--- src/rtl/alu_share_arbiter.sv ---
// Round-robin arbiter sharing one W-bit ALU between two valid/ready requesters.
// Each operation is captured in IDLE, evaluated in EXEC and held in RESP until taken.
module alu_share_arbiter #(
  parameter int W = 8
) (
  input  logic         clk,
  input  logic         rst_n,
  input  logic         req0_valid,
  output logic         req0_ready,
  input  logic [3:0]   req0_op,
  input  logic [W-1:0] req0_a,
  input  logic [W-1:0] req0_b,
  input  logic         req1_valid,
  output logic         req1_ready,
  input  logic [3:0]   req1_op,
  input  logic [W-1:0] req1_a,
  input  logic [W-1:0] req1_b,
  output logic         rsp0_valid,
  input  logic         rsp0_ready,
  output logic [W-1:0] rsp0_data,
  output logic         rsp0_err,
  output logic         rsp1_valid,
  input  logic         rsp1_ready,
  output logic [W-1:0] rsp1_data,
  output logic         rsp1_err,
  output logic         busy
);

  localparam int SH_W = $clog2(W);

  typedef enum logic [1:0] {IDLE, EXEC, RESP} state_t;

  state_t       state, state_nxt;
  logic         last_served;
  logic         id;
  logic         any_valid;
  logic         grant;
  logic         accept;
  logic         rsp_fire;
  logic [3:0]   op_p0;
  logic [W-1:0] a_p0, b_p0;
  logic [W:0]   res;
  logic [W-1:0] data0_p1, data1_p1;
  logic         err0_p1, err1_p1;

  // Result packs {err, data}; illegal opcodes yield data 0 with err set.
  function automatic logic [W:0] alu_eval(input logic [3:0] op,
                                          input logic [W-1:0] a,
                                          input logic [W-1:0] b);
    logic [W:0] r;
    r = '0;
    case (op)
      4'd0:    r[W-1:0] = a & b;
      4'd1:    r[W-1:0] = a | b;
      4'd2:    r[W-1:0] = a ^ b;
      4'd3:    r[W-1:0] = ~a;
      4'd4:    r[W-1:0] = {a[W/2-1:0], b[W/2-1:0]};
      4'd5:    r[W-1:0] = a >> b[SH_W-1:0];
      4'd6:    r[W-1:0] = {{(W-1){1'b0}}, &b};
      4'd7:    r[W-1:0] = (a > b) ? a : b;
      4'd8:    r[W-1:0] = a - b;
      4'd9:    r[W-1:0] = a + b;
      4'd10:   r[W-1:0] = (a < b) ? a : b;
      default: r[W]     = 1'b1;
    endcase
    return r;
  endfunction

  // A tie goes to whichever requester was not served last.
  assign any_valid  = req0_valid | req1_valid;
  assign grant      = (req0_valid && req1_valid) ? ~last_served : req1_valid;
  assign req0_ready = (state == IDLE) && any_valid && !grant;
  assign req1_ready = (state == IDLE) && any_valid && grant;
  assign accept     = (state == IDLE) && any_valid;
  assign rsp_fire   = (state == RESP) && (id ? rsp1_ready : rsp0_ready);
  assign res        = alu_eval(op_p0, a_p0, b_p0);

  assign rsp0_valid = (state == RESP) && !id;
  assign rsp1_valid = (state == RESP) && id;
  assign rsp0_data  = data0_p1;
  assign rsp1_data  = data1_p1;
  assign rsp0_err   = err0_p1;
  assign rsp1_err   = err1_p1;
  assign busy       = (state != IDLE);

  always_comb begin
    state_nxt = state;
    case (state)
      IDLE:    if (accept)   state_nxt = EXEC;
      EXEC:                  state_nxt = RESP;
      RESP:    if (rsp_fire) state_nxt = IDLE;
      default:               state_nxt = IDLE;
    endcase
  end

  always_ff @(posedge clk or negedge rst_n) begin
    if (!rst_n) begin
      state       <= IDLE;
      last_served <= 1'b1;
      id          <= 1'b0;
    end else begin
      state <= state_nxt;
      if (accept) begin
        last_served <= grant;
        id          <= grant;
      end
    end
  end

  // Stage p0: operand capture at acceptance; later operand changes are ignored.
  always_ff @(posedge clk) begin
    if (accept) begin
      op_p0 <= grant ? req1_op : req0_op;
      a_p0  <= grant ? req1_a  : req0_a;
      b_p0  <= grant ? req1_b  : req0_b;
    end
  end

  // Stage p1: result registered per port during EXEC and held through RESP.
  always_ff @(posedge clk or negedge rst_n) begin
    if (!rst_n) begin
      data0_p1 <= '0;
      data1_p1 <= '0;
      err0_p1  <= 1'b0;
      err1_p1  <= 1'b0;
    end else if (state == EXEC) begin
      if (id) begin
        data1_p1 <= res[W-1:0];
        err1_p1  <= res[W];
      end else begin
        data0_p1 <= res[W-1:0];
        err0_p1  <= res[W];
      end
    end
  end

endmodule

--- config.mk ---
export PLATFORM = sky130hd
export DESIGN_NAME = alu_share_arbiter
export DESIGN_NICKNAME = d
export VERILOG_FILES = /design/src/rtl/alu_share_arbiter.sv
export SDC_FILE = /design/constraint.sdc
export NUM_CORES = 1
export LEC_CHECK = 0
export ABC_AREA = 1
export CAP_MARGIN = 20
export CORE_ASPECT_RATIO = 1.4
export CORE_MARGIN = 4
export CORE_UTILIZATION = 45
export CTS_CLUSTER_SIZE = 30
export DETAILED_ROUTE_END_ITERATION = 8
export GPL_ROUTABILITY_DRIVEN = 0
export PLACE_DENSITY_LB_ADDON = 0.12
export SLEW_MARGIN = 20
export SYNTH_ARGS = -nofsm -noshare
export SYNTH_HDL_FRONTEND = slang
export SYNTH_SLANG_ARGS = --single-unit
--- constraint.sdc ---
create_clock -name clk -period 2.8 [get_ports clk]
set_clock_uncertainty 0.15 [all_clocks]
set_input_delay 0.56 -clock clk [delete_from_list [all_inputs] [get_ports clk]]
set_output_delay 0.56 -clock clk [all_outputs]
set_load 0.02 [all_outputs]
* Yosys cells after proc, flatten, opt, wreduce, memory -nomap -nowiden
Cells that the tools add are included.
Word-level totals: bits of input ports 46, bits in registers 42
Cells by class: bitwise logic cells 7, mux-type cells 12, equality and inequality tests 14, $lt $le $gt $ge 2, add/sub/neg operators 2, reduce and logical (&&, ||, !) cells 17, shift operators 1
Operators by type and width (number):
- case mux 8 bit (11 select lines) | 1
- 2-to-1 mux 8 bit | 4
- equality test 4 x 3 -> 1 bit (second input constant) | 4
- equality test 4 bit (second input constant) | 3
- OR reduction 11 bit | 1
- adder 8 bit | 1
- AND 8 bit | 1
- equality test 4 x 2 -> 1 bit (second input constant) | 2
- greater-than comparator 8 bit | 1
- < comparator 8 bit | 1
- NOT 8 bit | 1
- bitwise OR 8 bit | 1
- AND reduction 8 bit | 1
- right shift 8 x 3 -> 8 bit | 1
- subtractor 8 bit | 1
- XOR 8 bit | 1
- logical AND 1 bit | 7
- case mux 2 bit (3 select lines) | 1
- AND reduction 2 bit | 3
- equality test 4 x 1 -> 1 bit (second input constant) | 1
- zero test 4 bit | 1
- 2-to-1 mux 2 bit | 2
- 2-to-1 mux 4 bit | 1
- != test 2 bit (second input constant) | 2
- other kinds (8) | 12

* Logic depth before layout (Yosys ltp)
word-level depth 4, depth in mapped cells 15, gate-level depth less buffers 15

* Least setup slack after synthesis
Ideal clock, no wire load.
kind register to output, start reg state[1], end out req0_ready, buffers on the path 0, arrival 2.313 ns, cell stages (with the launch flop) 5, data required time 2.090 ns, slack -0.223 ns, cell sequence dfrtp_1 -> or2_2 -> a21oi_1 -> inv_1 -> nor2_1
Between the ends: word-level cells in the longest chain between the ends 3
RTL lines:
- start: declaration | line 33 | state_t state, state_nxt;
- start signal: assignment | line 102 | state <= state_nxt;
- zero test 2 bit
- logical AND 1 bit
- net accept | line 38 | logic accept;
- logical AND 1 bit | line 72 | assign req0_ready = (state == IDLE) && any_valid && !grant;
- end: declaration | line 9 | output logic req0_ready,
The timed path passes the listed nets, and every way through them passes these cells.

* Worst setup path after layout
start in req1_valid, end out req1_ready
Between the ends: word-level cells in the longest chain between the ends 3, elaborated cells between the ends (all ways) 5
RTL lines:
- start: declaration | line 13 | input logic req1_valid,
- bitwise OR 1 bit / logical AND 1 bit (equally long branches) | line 70, 71
- logical AND 1 bit / 2-to-1 mux 1 bit (equally long branches) | line 73, 71
- logical AND 1 bit (*) | line 73 | assign req1_ready = (state == IDLE) && any_valid && grant;
- end: declaration | line 14 | output logic req1_ready,
Mark *: on every way between the ends. The rest lies on a longest branch, timed or not.

==> impl_metrics.xml <==
<?xml version="1.0" encoding="UTF-8"?>
<metrics>
  <group name="run_status">
    <metric name="result_of_the_run" unit="">finished clean</metric>
  </group>
  <group name="sta">
    <metric name="post_route_fraction_of_the_period_consumed_by_the_critical_path" unit="%">93.1</metric>
    <metric name="fmax" unit="GHz">0.384</metric>
    <metric name="maxSlewViolCount" unit="">0</metric>
    <metric name="min_period" unit="ns">2.61</metric>
    <metric name="setup_viol" unit="">0</metric>
    <metric name="worst_pin_slew" unit="ns">0.675</metric>
    <metric name="grt_setup_unrepaired" unit="">no</metric>
    <metric name="totalNegativeSetupSlack" unit="ns">0</metric>
    <metric name="hold_violations" unit="">0</metric>
    <metric name="timing.max_slew.rel_slack" unit="%">54.8</metric>
  </group>
  <group name="synthesis">
    <metric name="post_synth_num_cell_types" unit="">39</metric>
    <metric name="postSynthAreaPerCell" unit="um^2">6.52</metric>
    <metric name="ys_seq_area_share" unit="%">30.2</metric>
    <metric name="synthesis.nets" unit="">661</metric>
    <metric name="synth_seq_cells" unit="">42</metric>
    <metric name="cell_area_after_synthesis" unit="um^2">3820</metric>
    <metric name="syn_inst" unit="">586</metric>
    <metric name="yosysWarningCount" unit="">0</metric>
  </group>
  <group name="job">
    <metric name="max-cap-violations" unit="">0</metric>
  </group>
  <group name="critical_path">
    <metric name="worst_setup_path_start_kind" unit="">primary input</metric>
    <metric name="reg2reg_slack" unit="ns">0.20</metric>
    <metric name="rr_startpoint" unit="">a_p0[0]$_DFFE_PP_</metric>
    <metric name="worst_path_arrival_time" unit="ns">1.90</metric>
    <metric name="worstSetupStartpoint" unit="">req1_valid</metric>
    <metric name="critPathCaptureType" unit="">primary output</metric>
    <metric name="critical_path_fanouts_max" unit="">3</metric>
    <metric name="endpoint" unit="">req1_ready</metric>
    <metric name="r2r_end" unit="">rsp1_data[2]$_DFFE_PN0P_</metric>
    <metric name="rr_worst_depth" unit="">13</metric>
    <metric name="required" unit="ns">2.09</metric>
    <metric name="path_class" unit="">in -&gt; out</metric>
  </group>
  <group name="die">
    <metric name="start_util" unit="%">46.3</metric>
    <metric name="die_x" unit="um">85.9</metric>
    <metric name="core_region_area" unit="um^2">8250</metric>
    <metric name="dieArea" unit="um^2">10100</metric>
    <metric name="ioPinCount" unit="">69</metric>
    <metric name="row_count" unit="">39</metric>
    <metric name="chipHeight" unit="um">117</metric>
  </group>
  <group name="drt">
    <metric name="detail_route.drc_violations" unit="">0</metric>
    <metric name="detail_route.wl_per_cell" unit="um">15.3</metric>
    <metric name="detailedRoute.firstPassIterationCount" unit="">5</metric>
    <metric name="drtIter0Drc" unit="">327</metric>
    <metric name="ant_nets" unit="">0</metric>
    <metric name="total_wire_length" unit="mm">11.9</metric>
    <metric name="route.detailed.vias_per_inst" unit="">5.28</metric>
    <metric name="routed-via-count" unit="">4120</metric>
  </group>
  <group name="global_routing">
    <metric name="grt_overflow_total" unit="">0</metric>
    <metric name="maximum_number_of_pins_on_one_net_before_global_route_repair" unit="">23</metric>
    <metric name="global_route_wire_length_before_repair" unit="mm">19.9</metric>
    <metric name="groute.usage.overall" unit="%">25.1</metric>
    <metric name="vias_in_the_first_global_route" unit="">4226</metric>
    <metric name="initial_antenna_violation_count" unit="">0</metric>
  </group>
  <group name="cts">
    <metric name="post_cts.repair.setup_buffers" unit="">0</metric>
    <metric name="clock_path_buffers" unit="">2</metric>
    <metric name="clkLatencyLatePin" unit="ns">0.28</metric>
    <metric name="tritoncts" unit="">done</metric>
    <metric name="clkSlewWorstSetupHoldPaths" unit="ns">0.06</metric>
    <metric name="htree_num_levels" unit="">2</metric>
    <metric name="clock_sinks" unit="">42</metric>
    <metric name="cts_buffers" unit="">5</metric>
    <metric name="ctsHoldBuffers" unit="">0</metric>
    <metric name="clk_root_buffer_cell" unit="">sky130_fd_sc_hd__clkbuf_16</metric>
  </group>
  <group name="placement">
    <metric name="detailed_place_hpwl" unit="mm">9.60</metric>
    <metric name="port_buffers" unit="">68</metric>
  </group>
  <group name="layout">
    <metric name="design.final.nets" unit="">752</metric>
    <metric name="layout.cells.most_common" unit="">sky130_fd_sc_hd__nand2_1</metric>
    <metric name="layout-drive-gt1-share" unit="%">11.7</metric>
    <metric name="antennaDiodeCount" unit="">0</metric>
    <metric name="flow.area_growth_from_synthesis" unit="%">28.8</metric>
    <metric name="most-common-layout-cells" unit="">sky130_fd_sc_hd__nand2_1 (270), sky130_fd_sc_hd__clkdlybuf4s50_1 (67), sky130_fd_sc_hd__nand3_1 (54)</metric>
  </group>
  <group name="worst_hold_path">
    <metric name="min-delay-path-class" unit="">reg -&gt; reg</metric>
  </group>
  <group name="power_and_ir_drop">
    <metric name="ir_worst_vdd" unit="uV">593</metric>
    <metric name="p_leak" unit="nW">2.51</metric>
    <metric name="finalPower" unit="mW">5.04</metric>
    <metric name="pwr_density_cell" unit="nW/um^2">1020</metric>
  </group>
</metrics>
-- report_power, final --
group	switching [mW]	total [mW]	leakage [nW]	internal, mW
sequential	0.180	1.12	0.475	0.940
combinational	2.13	3.33	1.95	1.20
clock	0.231	0.589	0.0778	0.358
-- cells by family (layout without fill, tap and decap cells) --
family / count (synthesis) / after routing / share of synthesized area, %
simple gates: 396 / 396 / 44.3
buf+inv: 80 / 172 / 8.74
flops: 42 / 42 / 30.2
compound gates: 38 / 38 / 6.61
fa+ha+maj: 29 / 29 / 9.89
mux: 1 / 1 / 0.262
-- layer usage --
| metal | track usage [%] | part of all wire, % | wire length [um] |
|---|---|---|---|
| met1 | 28.1 | 40 | 4730 |
| met2 | 44.6 | 50 | 5930 |
| met3 | 3.85 | 5.6 | 667 |
| met4 | 15.4 | 5.1 | 612 |
| met5 | 0 | 0 | 0 |
-- stage by stage --
stage / std cells / area (um^2) / utilization, % / setup slack, ns / hold slack [ns]
2_1_floorplan: 586 / 3820 / - / 0.267 / 0.114
3_3_place_gp: 772 / 4760 / 57.8 / 0.110 / 0.308
3_5_place_dp: 772 / 4760 / 57.8 / 0.0997 / 0.316
4_1_cts: 780 / 4920 / 59.6 / 0.0619 / 0.336
5_1_grt: 780 / 4920 / 59.7 / 0.0424 / 0.357
6_report: 780 / 4920 / 59.7 / 0.193 / 0.335
-- critical path: stages --
cell                              delay, ns
sky130_fd_sc_hd__clkdlybuf4s50_1       0.47
sky130_fd_sc_hd__nand2_1               0.08
sky130_fd_sc_hd__nor2_1                0.15
sky130_fd_sc_hd__clkdlybuf4s50_1       0.63
-- cells in the mapped netlist, drive strengths merged --
library cell	instances	area share (%)
nor2	48	5.5
edfxtp	20	16
dfrtp	21	14
and2	1	0.16
nand3b	2	0.39
nand4	4	0.65
and3	1	0.16
nor3	3	0.39
o211ai	9	2.3
dfstp	1	0.69
a31oi	1	0.16
ha	27	8.8
o22ai	2	0.33
mux2i	1	0.26
clkbuf	4	0.39
o21bai	1	0.20
or2	2	0.39
o21ai	13	1.7
o21a	1	0.20
nor3b	1	0.20
clkinv	2	0.20
nand3	62	9.4
buf	8	1.7
fa	2	1.0
inv	66	6.5
nand2	272	27
a21oi	11	1.7
-- registers in the layout, summed over array words and instances, names as in the netlist --
| signal | flops |
|---|---|
| a_p0 | 8 |
| b_p0 | 8 |
| rsp0_data | 8 |
| rsp1_data | 8 |
| op_p0 | 4 |
| state | 2 |
| id | 1 |
| last_served | 1 |
| rsp0_err | 1 |
| rsp1_err | 1 |
-- layout make-up --
cell class	count	area, um^2
sequential	42	1150
inverter	68	255
fill	786	3330
timing repair buffer	96	893
tap	102	128
clock buffer	6	139
clock inverter	2	15.0
multi-input combinational	464	2340
-- worst min path at each step --
| stage | to | depth (start not counted) | start | slack (ns) |
|---|---|---|---|---|
| 2_1_floorplan | id$_DFFE_PN0P_ | 0 | rst_n | 0.11 |
| 3_3_place_gp | last_served$_DFFE_PN1P_ | 2 | last_served$_DFFE_PN1P_ | 0.31 |
| 3_5_place_dp | rsp0_err$_DFFE_PN0P_ | 2 | rsp0_err$_DFFE_PN0P_ | 0.32 |
| 4_1_cts | rsp0_data[4]$_DFFE_PN0P_ | 2 | rsp0_data[4]$_DFFE_PN0P_ | 0.34 |
| 5_1_grt | rsp1_err$_DFFE_PN0P_ | 2 | rsp1_err$_DFFE_PN0P_ | 0.36 |
| 6_report | rsp0_data[6]$_DFFE_PN0P_ | 2 | rsp0_data[6]$_DFFE_PN0P_ | 0.33 |
-- timing repair --
item / CTS / global route
gates resized for setup: 0 / 1
endpoints found under the hold margin: 0 / 0
endpoints found under the setup margin: 0 / 1
No activity file was read; power rests on OpenSTA's default activity.
